$ cat src/rtl/muldiv_seq.sv
// muldiv_seq: iterative RISC-V M-extension sequencer that sits beside the execute-stage ALU.
// Multiply uses radix-2 shift-add and divide uses restoring division, one bit per cycle over XLEN cycles.
// Divide-by-zero and signed overflow complete without iterating.
// Optional macro MULDIV_EARLY_OUT_EN: when defined, zero multiplies and divides with |a| < |b|
// also complete without iterating.
// Ports:
//   clk, rst_n  clock and asynchronous active-low reset
//   start       M-op in EXE with operands valid; sampled only in IDLE
//   funct3      M-op select (MUL, MULH, MULHSU, MULHU, DIV, DIVU, REM, REMU)
//   op_a, op_b  forwarded rs1 and rs2 values
//   flush       aborts an op in BUSY/FIX; blocks a start in IDLE
//   stall_req   freezes IF/ID/EXE while the op is running
//   busy        state != IDLE
//   done        one-cycle result-valid strobe
//   result      final value; holds until the next write
module muldiv_seq #(
    parameter int XLEN  = 32,
    parameter int CNT_W = $clog2(XLEN)
) (
    input  logic            clk,
    input  logic            rst_n,
    input  logic            start,
    input  logic [2:0]      funct3,
    input  logic [XLEN-1:0] op_a,
    input  logic [XLEN-1:0] op_b,
    input  logic            flush,
    output logic            stall_req,
    output logic            busy,
    output logic            done,
    output logic [XLEN-1:0] result
);

    typedef enum logic [1:0] {S_IDLE, S_BUSY, S_FIX, S_DONE} state_t;

    localparam logic [XLEN-1:0] MOST_NEG = {1'b1, {(XLEN-1){1'b0}}};

    state_t              state_q, state_d;
    logic [2:0]          f3_q, f3_d;
    logic                sa_q, sa_d, sb_q, sb_d;
    logic [CNT_W-1:0]    cnt_q, cnt_d;
    // Multiply: {hi, lo} product with the multiplier in lo.
    // Divide: {rem, quot} with the dividend in quot.
    logic [2*XLEN-1:0]   acc_q, acc_d;
    logic [XLEN-1:0]     opb_q, opb_d;
    logic [XLEN-1:0]     res_q, res_d;

    // Operand conditioning at start
    logic            is_div, sgn_a_op, sgn_b_op, sa_in, sb_in;
    logic [XLEN-1:0] a_mag, b_mag;
    logic            special;
    logic [XLEN-1:0] special_val;

    always_comb begin
        is_div   = funct3[2];
        sgn_a_op = (funct3 == 3'b001) || (funct3 == 3'b010) || (funct3 == 3'b100) || (funct3 == 3'b110);
        sgn_b_op = (funct3 == 3'b001) || (funct3 == 3'b100) || (funct3 == 3'b110);
        sa_in    = sgn_a_op & op_a[XLEN-1];
        sb_in    = sgn_b_op & op_b[XLEN-1];
        a_mag    = sa_in ? -op_a : op_a;
        b_mag    = sb_in ? -op_b : op_b;
        special     = 1'b0;
        special_val = '0;
        if (is_div && op_b == '0) begin
            special     = 1'b1;
            special_val = funct3[1] ? op_a : '1;
        end else if (is_div && !funct3[0] && op_a == MOST_NEG && op_b == '1) begin
            special     = 1'b1;
            special_val = funct3[1] ? '0 : op_a;
        end
`ifdef MULDIV_EARLY_OUT_EN
        else if (!is_div && (op_a == '0 || op_b == '0)) begin
            special     = 1'b1;
            special_val = '0;
        end else if (is_div && a_mag < b_mag) begin
            // Quotient is zero; the remainder is the dividend with its own sign.
            special     = 1'b1;
            special_val = funct3[1] ? op_a : '0;
        end
`endif
    end

    // One iteration of each algorithm
    logic [XLEN:0]     msum, dsh, ddiff;
    logic              dge;
    logic [2*XLEN-1:0] mul_next, div_next;

    always_comb begin
        msum     = {1'b0, acc_q[2*XLEN-1:XLEN]} + (acc_q[0] ? {1'b0, opb_q} : '0);
        mul_next = {msum, acc_q[XLEN-1:1]};
        dsh      = {acc_q[2*XLEN-1:XLEN], acc_q[XLEN-1]};
        dge      = dsh >= {1'b0, opb_q};
        ddiff    = dsh - {1'b0, opb_q};
        div_next = {(dge ? ddiff[XLEN-1:0] : dsh[XLEN-1:0]), acc_q[XLEN-2:0], dge};
    end

    // Sign correction and result selection
    logic [2*XLEN-1:0] prod_s;
    logic [XLEN-1:0]   quot_s, rem_s, fix_val;

    always_comb begin
        prod_s = (sa_q ^ sb_q) ? -acc_q : acc_q;
        quot_s = (sa_q ^ sb_q) ? -acc_q[XLEN-1:0] : acc_q[XLEN-1:0];
        rem_s  = sa_q ? -acc_q[2*XLEN-1:XLEN] : acc_q[2*XLEN-1:XLEN];
        case (f3_q)
            3'b000:         fix_val = prod_s[XLEN-1:0];
            3'b100, 3'b101: fix_val = quot_s;
            3'b110, 3'b111: fix_val = rem_s;
            default:        fix_val = prod_s[2*XLEN-1:XLEN];
        endcase
    end

    always_comb begin
        state_d = state_q;
        f3_d    = f3_q;
        sa_d    = sa_q;
        sb_d    = sb_q;
        cnt_d   = cnt_q;
        acc_d   = acc_q;
        opb_d   = opb_q;
        res_d   = res_q;
        case (state_q)
            S_IDLE: begin
                if (start && !flush) begin
                    f3_d  = funct3;
                    sa_d  = sa_in;
                    sb_d  = sb_in;
                    cnt_d = '0;
                    acc_d = {{XLEN{1'b0}}, a_mag};
                    opb_d = b_mag;
                    if (special) begin
                        res_d   = special_val;
                        state_d = S_DONE;
                    end else begin
                        state_d = S_BUSY;
                    end
                end
            end
            S_BUSY: begin
                if (flush) begin
                    state_d = S_IDLE;
                end else begin
                    acc_d = f3_q[2] ? div_next : mul_next;
                    cnt_d = cnt_q + 1'b1;
                    if (cnt_q == CNT_W'(XLEN-1)) state_d = S_FIX;
                end
            end
            S_FIX: begin
                if (flush) begin
                    state_d = S_IDLE;
                end else begin
                    res_d   = fix_val;
                    state_d = S_DONE;
                end
            end
            default: state_d = S_IDLE;
        endcase
    end

    always_ff @(posedge clk or negedge rst_n) begin
        if (!rst_n) begin
            state_q <= S_IDLE;
            f3_q    <= '0;
            sa_q    <= 1'b0;
            sb_q    <= 1'b0;
            cnt_q   <= '0;
            acc_q   <= '0;
            opb_q   <= '0;
            res_q   <= '0;
        end else begin
            state_q <= state_d;
            f3_q    <= f3_d;
            sa_q    <= sa_d;
            sb_q    <= sb_d;
            cnt_q   <= cnt_d;
            acc_q   <= acc_d;
            opb_q   <= opb_d;
            res_q   <= res_d;
        end
    end

    assign busy      = state_q != S_IDLE;
    assign done      = state_q == S_DONE;
    assign stall_req = (state_q == S_IDLE && start && !flush) || state_q == S_BUSY || state_q == S_FIX;
    assign result    = res_q;

endmodule

$ cat config.mk
export PLATFORM = sky130hd
export DESIGN_NAME = muldiv_seq
export DESIGN_NICKNAME = d
export VERILOG_FILES = /design/src/rtl/muldiv_seq.sv
export SDC_FILE = /design/constraint.sdc
export NUM_CORES = 1
export LEC_CHECK = 0
export CAP_MARGIN = 10
export CORE_MARGIN = 4
export CORE_UTILIZATION = 61
export CTS_CLUSTER_DIAMETER = 100
export DETAILED_ROUTE_END_ITERATION = 10
export PLACE_DENSITY = 0.88
export SLEW_MARGIN = 5
export SYNTH_ARGS = -nofsm -noshare
export SYNTH_HDL_FRONTEND = slang
export SYNTH_SLANG_ARGS = --single-unit
$ cat constraint.sdc
create_clock -name clk -period 4.5 [get_ports clk]
set_input_delay 0.9 -clock clk [delete_from_list [all_inputs] [get_ports clk]]
set_output_delay 0.9 -clock clk [all_outputs]
set_load 0.05 [all_outputs]
==> impl_metrics.tcl, run 1 <==
set metrics [dict create \
    routed_via_density 6.76 \
    firstDrtPassIters 7 \
    crit_arrival_ns 4.53 \
    syn_nets 2040 \
    grt_remaining_overflow 0 \
    clk_path_buf_depth 2 \
    crit_type "in2reg" \
    dpl-instance-area_sq_um 15700 \
    r2r-end "acc_q[39]$_DFFE_PN0P_" \
    yosysTopAreaCellShare_pct 24.6 \
    tightest_slew_ns 1.19 \
    hold_path.class "in2async" \
    dieArea_sq_um 25900 \
    grt_pass1_vias 14300 \
    ios 106 \
    cts_root_buf "clkbuf_16" \
    num_vias 15300 \
    postLayoutSetupSlackWorst_ns 0.349 \
    clk-insertion-delay-late_ns 0.44 \
    diodes 0 \
    cts.sinks 140 \
    ir_drop_mv 0.347 \
    ys.flop_type "dfrtp_1" \
    cp_max_fo 31 \
    max_freq_mhz 241 \
    worstPathRequired_ns 4.88 \
    drive_gt1_share_pct 6.65 \
    fin_skew_ns 0.0132 \
    drtIter0Drc 2036 \
    grt_usage_pct 35.4 \
    htree_levels 4 \
    drc_errors 0 \
    ctsHoldBuffers 0 \
    stdcell_area_sq_um 16300 \
    ctsResizeCount 0 \
    p_per_area_nw_per_um2 609 \
    report.final.slew_viol_count 0 \
    ys_ff_latch 140 \
    rsz0062_at_grt "false" \
    place_ws_ns -0.0669 \
    grt_pass1_wl_um 74800 \
    routed_wl_um 47300 \
    startpoint_type "input pin" \
    synth-edff-count 0 \
    nets 2087 \
    ys_types 69 \
    period_share_pct 92.2 \
    leakagePower_nw 6.98 \
    ys.warnings.count 0 \
    row_count 55 \
    postSynthCellCount 1896 \
    synth_area_per_cell_sq_um 7.53 \
    yosysTopAreaCell "dfrtp_1" \
    cap_violations 0 \
    initial_utilization_pct 62.4 \
    critPathCaptureType "flip-flop" \
    numCtsBuffers 17 \
    cts_tree "yes" \
    async_reset_ff_share_pct 100 \
    die_w_um 161 \
    cts_setup_buffers 0 \
    slew_headroom_pct 21.0 \
    coreArea_sq_um 22800 \
    status "complete, no violations" \
    worst-r2r-cell-count 12 \
    period_minus_slack_ns 4.15 \
    clkTransAtPathRegs_ns 0.07 \
    port_buffers 105 \
    syn_area_sq_um 14300 \
    dp_hpwl_um 35700 \
    final-setup-viol-count 0 \
    grt_max_degree 83 \
    grt_antenna_before_repair 0 \
    yosys-top-cells-area "dfrtp_1 (25%), o21ai_0 (7.4%), xnor2_1 (6.6%)" \
    r2r-start "acc_q[32]$_DFFE_PN0P_" \
    fill_cells 1833 \
    wl_per_cell_um 20.9 \
    routabilityCongestion 1.07 \
    seq_area_frac_synth_pct 24.6 \
    hold_viol 0 \
    area_delta_synth_final_pct 14.3 \
    antenna_left 0 \
    rrSetupSlack_ns 0.62 \
    die_h_um 161 \
]
## cells in the mapped netlist (all sizes together) (24+ instances only)
cell	n
nand2	223
o21ai	211
nor2	153
dfrtp	140
a21oi	136
clkbuf	125
xnor2	108
xor2	89
ha	71
inv	57
mux2i	53
a21o	39
nor3	38
nand4	31
a22oi	28
o31ai	26
nor4	24
## flip-flops by register name, summed over array words and instances (netlist names)
signal   flops
sa_q         1
state_q      2
opb_q       32
sb_q         1
cnt_q        5
f3_q         3
acc_q       64
result      32
## report_power, final
group	switching, W	internal, W
Combinational	0.00382	0.00257
Sequential	0.000577	0.00152
Clock	0.000682	0.000761
Total	0.00508	0.00486
## worst max-delay path, cell delays in order
cell,delay [ns]
clkdlybuf4s50_1,0.42
or4_4,0.55
or4_4,0.43
or4_4,0.54
nor4_2,0.34
nand2b_1,0.15
a21oi_1,0.09
or3_2,0.58
buf_12,0.22
o22ai_1,0.17
a21o_1,0.13
## cells by family (layout without fill, tap and decap cells)
group	Yosys count	count (layout)	share of synthesized area, %
adder cells (fa/ha/maj)	73	73	6.51
AND/OR/NAND/NOR	602	602	19.8
AO/OA/AOI/OAI	632	632	27.7
XOR/XNOR	197	197	12.1
multiplexers	58	58	4.11
buffers and inverters	194	254	5.24
flip-flops	140	140	24.6
## metrics by stage
stage / std cells / hold slack, ns / util (%) / TNS (ns) / power, W
6_report: 2269 / 0.398 / 71.4 / 0 / 0.00994
5_1_grt: 2269 / 0.450 / 71.4 / 0 / 0.0105
4_1_cts: 2269 / 0.426 / 71.4 / 0 / 0.00972
3_5_place_dp: 2237 / 0.471 / 68.8 / -0.516 / 0.00825
3_3_place_gp: 2237 / 0.461 / 68.8 / 0 / 0.00809
2_1_floorplan: 1896 / 0.450 / - / 0 / 0.00652
## per-layer routing
metal  GRT usage [%]  wire [um]  vias to the layer above
li1                -          -                     6994
met1            48.8      18600                     7175
met2            56.0      21200                     1007
met3            5.54       5460                      166
met4            14.4       2060                        0
met5               0          0                        -
## area by class of cell
type,count,area (sq um),area share (%)
Sequential cell,140,3500,21.5
Multi-Input combinational cell,1562,10000,61.6
Inverter,57,214,1.31
Tap cell,313,392,2.40
Clock buffer,19,453,2.78
Clock inverter,13,128,0.783
Timing Repair Buffer,165,1570,9.60
## how the worst max path moves through the flow
stage,slack (ns),startpoint,cells after the start,to
2_1_floorplan,0.68,op_a[13],10,result[15]$_DFFE_PN0P_
3_3_place_gp,0.06,op_a[13],11,result[7]$_DFFE_PN0P_
3_5_place_dp,-0.07,op_a[13],11,result[7]$_DFFE_PN0P_
4_1_cts,0.38,op_a[13],11,result[7]$_DFFE_PN0P_
5_1_grt,0.26,op_a[13],11,result[7]$_DFFE_PN0P_
6_report,0.35,op_a[13],11,result[8]$_DFFE_PN0P_
## cells in the final DEF (no fill, tap or decap), drive strengths merged, types with 16 or more instances in the layout
master | Yosys | layout
a211oi | 18 | 18
a21o | 39 | 39
a21oi | 136 | 136
a22oi | 28 | 28
a31oi | 20 | 20
buf | 12 | 61
clkbuf | 125 | 19
clkdlybuf4s50 | 0 | 104
dfrtp | 140 | 140
ha | 71 | 71
inv | 57 | 63
mux2i | 53 | 53
nand2 | 223 | 223
nand2b | 22 | 22
nand3 | 23 | 23
nand4 | 31 | 31
nor2 | 153 | 153
nor2b | 19 | 19
nor3 | 38 | 38
nor4 | 24 | 24
o211ai | 19 | 19
o21ai | 211 | 211
o221ai | 19 | 19
o22ai | 22 | 22
o31ai | 26 | 26
o41ai | 16 | 16
xnor2 | 108 | 108
xor2 | 89 | 89
Power figures use the tool's default switching activity.
==> run 2: changes to the inputs <==
MAX_ROUTING_LAYER = met4   (was not set)
==> run 2 against run 1 <==
Effect of this change: via count rose by 0.70%; first-iteration DRC count rose by 4.4%; routed wire length rose by 1.1%; sequential power rose by 2%; setup slack improved by 0.073 ns; critical endpoint is now result[10]$_DFFE_PN0P_.
==> impl_metrics.tcl, run 2 (synthesis results as in run 1) <==
set metrics [dict create \
    ios 106 \
    die_w_um 161 \
    p_seq_share_pct 21.5 \
    report.final.slew_viol_count 0 \
    hold_path.class "in2async" \
    routed_via_density 6.81 \
    r2r-end "acc_q[62]$_DFFE_PN0P_" \
    firstDrtPassIters 7 \
    cts.sinks 140 \
    dp_hpwl_um 35800 \
    slew_headroom_pct 31.9 \
    clk_path_buf_depth 2 \
    period_minus_slack_ns 4.08 \
    nets 2086 \
    path_cells "clkdlybuf4s50_1 -> or4_4 -> or4_4 -> or4_4 -> nor4_2 -> nand2b_1 -> a21oi_1 -> or3_2 -> buf_12 -> nand2_1 -> o221ai_1" \
    status "complete, no violations" \
    worstPathRequired_ns 4.77 \
    ctsHoldBuffers 0 \
    crit_arrival_ns 4.35 \
    row_count 55 \
    area_delta_synth_final_pct 14.2 \
    routed_wl_um 47800 \
    tns_ns 0 \
    clkTransAtPathRegs_ns 0.07 \
    cap_violations 0 \
    largest_reg_flops 64 \
    grt_max_degree 89 \
    r2r-start "acc_q[0]$_DFFE_PN0P_" \
    final-setup-viol-count 0 \
    max_freq_mhz 245 \
    routabilityCongestion 1.07 \
    grt_antenna_before_repair 0 \
    crit_slowest_cell "or3_2" \
    drc_errors 0 \
    drive_gt1_share_pct 6.60 \
    most-common-layout-cells "nand2_1 (223), o21ai_0 (210), nor2_1 (151)" \
    tightest_slew_ns 1.02 \
    crit_type "in2reg" \
    fin_skew_ns 0.0103 \
    regMostFlops "acc_q" \
    p_int_w 0.00487 \
    comb_power_share_pct 63.9 \
    rsz0062_at_grt "false" \
    coreArea_sq_um 22800 \
    die_h_um 161 \
    layout.cells.non_filler 2268 \
    grt_pass1_wl_um 76100 \
    grt_remaining_overflow 0 \
    cts_tree "yes" \
    cts_root_buf "clkbuf_16" \
    switching_share_pct 51.1 \
    diodes 0 \
    rrSetupSlack_ns 0.66 \
    num_vias 15400 \
    grt_usage_pct 37.2 \
    leakagePower_nw 6.97 \
    hold_viol 0 \
    p_sw_w 0.00508 \
    cp_max_fo 31 \
    htree_levels 4 \
    pwr-share-clk_pct 14.6 \
    cts_setup_buffers 0 \
    initial_utilization_pct 62.4 \
    startpoint_type "input pin" \
    crit_path_frequent_cell "or4_4" \
    ir_drop_mv 0.342 \
    worst-r2r-cell-count 13 \
    period_share_pct 90.6 \
    numCtsBuffers 17 \
    ctsResizeCount 0 \
    clk-insertion-delay-late_ns 0.44 \
    dp.cells 2236 \
    wl_per_cell_um 21.1 \
    dieArea_sq_um 25900 \
    port_buffers 105 \
    antenna_left 0 \
    p_per_area_nw_per_um2 611 \
    critical-path-max-stage-delay_ns 0.56 \
    critPathCaptureType "flip-flop" \
    drtIter0Drc 2126 \
    mostFrequentLayoutCell "nand2_1" \
    grt_pass1_vias 14400 \
]
run 2: critical path: cells and delay by family:
kind,cells,cell delay (ns)
buffers and inverters,2,0.64
AO/OA/AOI/OAI,2,0.20
AND/OR/NAND/NOR,7,2.60
run 2: power groups by stage:
stage	Sequential [W]	Clock (W)	Combinational, W
3_3_place_gp	0.00211	0	0.00594
3_5_place_dp	0.00213	0	0.00609
5_1_grt	0.00218	0.00152	0.00688
6_report	0.00214	0.00145	0.00636
2_1_floorplan	0.00177	0	0.00475
4_1_cts	0.00211	0.00146	0.00614
run 2: final cells by class:
class                      count  area, sq um
fill                        1848         6550
tap                          313          392
sequential                   140         3500
timing repair buffer         164         1550
clock inverter                14          153
multi-input combinational   1562        10000
inverter                      57          214
clock buffer                  18          439
run 2: stage by stage:
step	area, sq um	power [W]	worst slack (ns)	util [%]	hold WS (ns)
after global placement	15700	0.00805	0.0905	68.7	0.462
after floorplan	14300	0.00652	0.678	-	0.450
after CTS	16300	0.00971	0.449	71.3	0.481
after detailed placement	15700	0.00822	0.000314	68.7	0.465
after global routing	16300	0.0106	0.339	71.3	0.509
final	16300	0.00995	0.423	71.3	0.460
run 2: worst max-delay path by stage:
stage / from / to / slack (ns) / depth (start not counted)
after global placement: op_a[13] / result[7]$_DFFE_PN0P_ / 0.09 / 11
after detailed placement: op_a[13] / result[9]$_DFFE_PN0P_ / 0.0003 / 11
after floorplan: op_a[13] / result[15]$_DFFE_PN0P_ / 0.68 / 10
after CTS: op_a[13] / result[10]$_DFFE_PN0P_ / 0.45 / 11
final: op_a[13] / result[10]$_DFFE_PN0P_ / 0.42 / 11
after global routing: op_a[13] / result[10]$_DFFE_PN0P_ / 0.34 / 11
run 2: routing by layer:
| layer | vias up | GRT usage, % | wire [um] |
|---|---|---|---|
| li1 | 6965 | - | - |
| met1 | 7207 | 49.9 | 19000 |
| met2 | 1084 | 55.9 | 21300 |
| met3 | 193 | 5.75 | 5220 |
| met4 | 0 | 16.2 | 2250 |
| met5 | - | - | 0 |
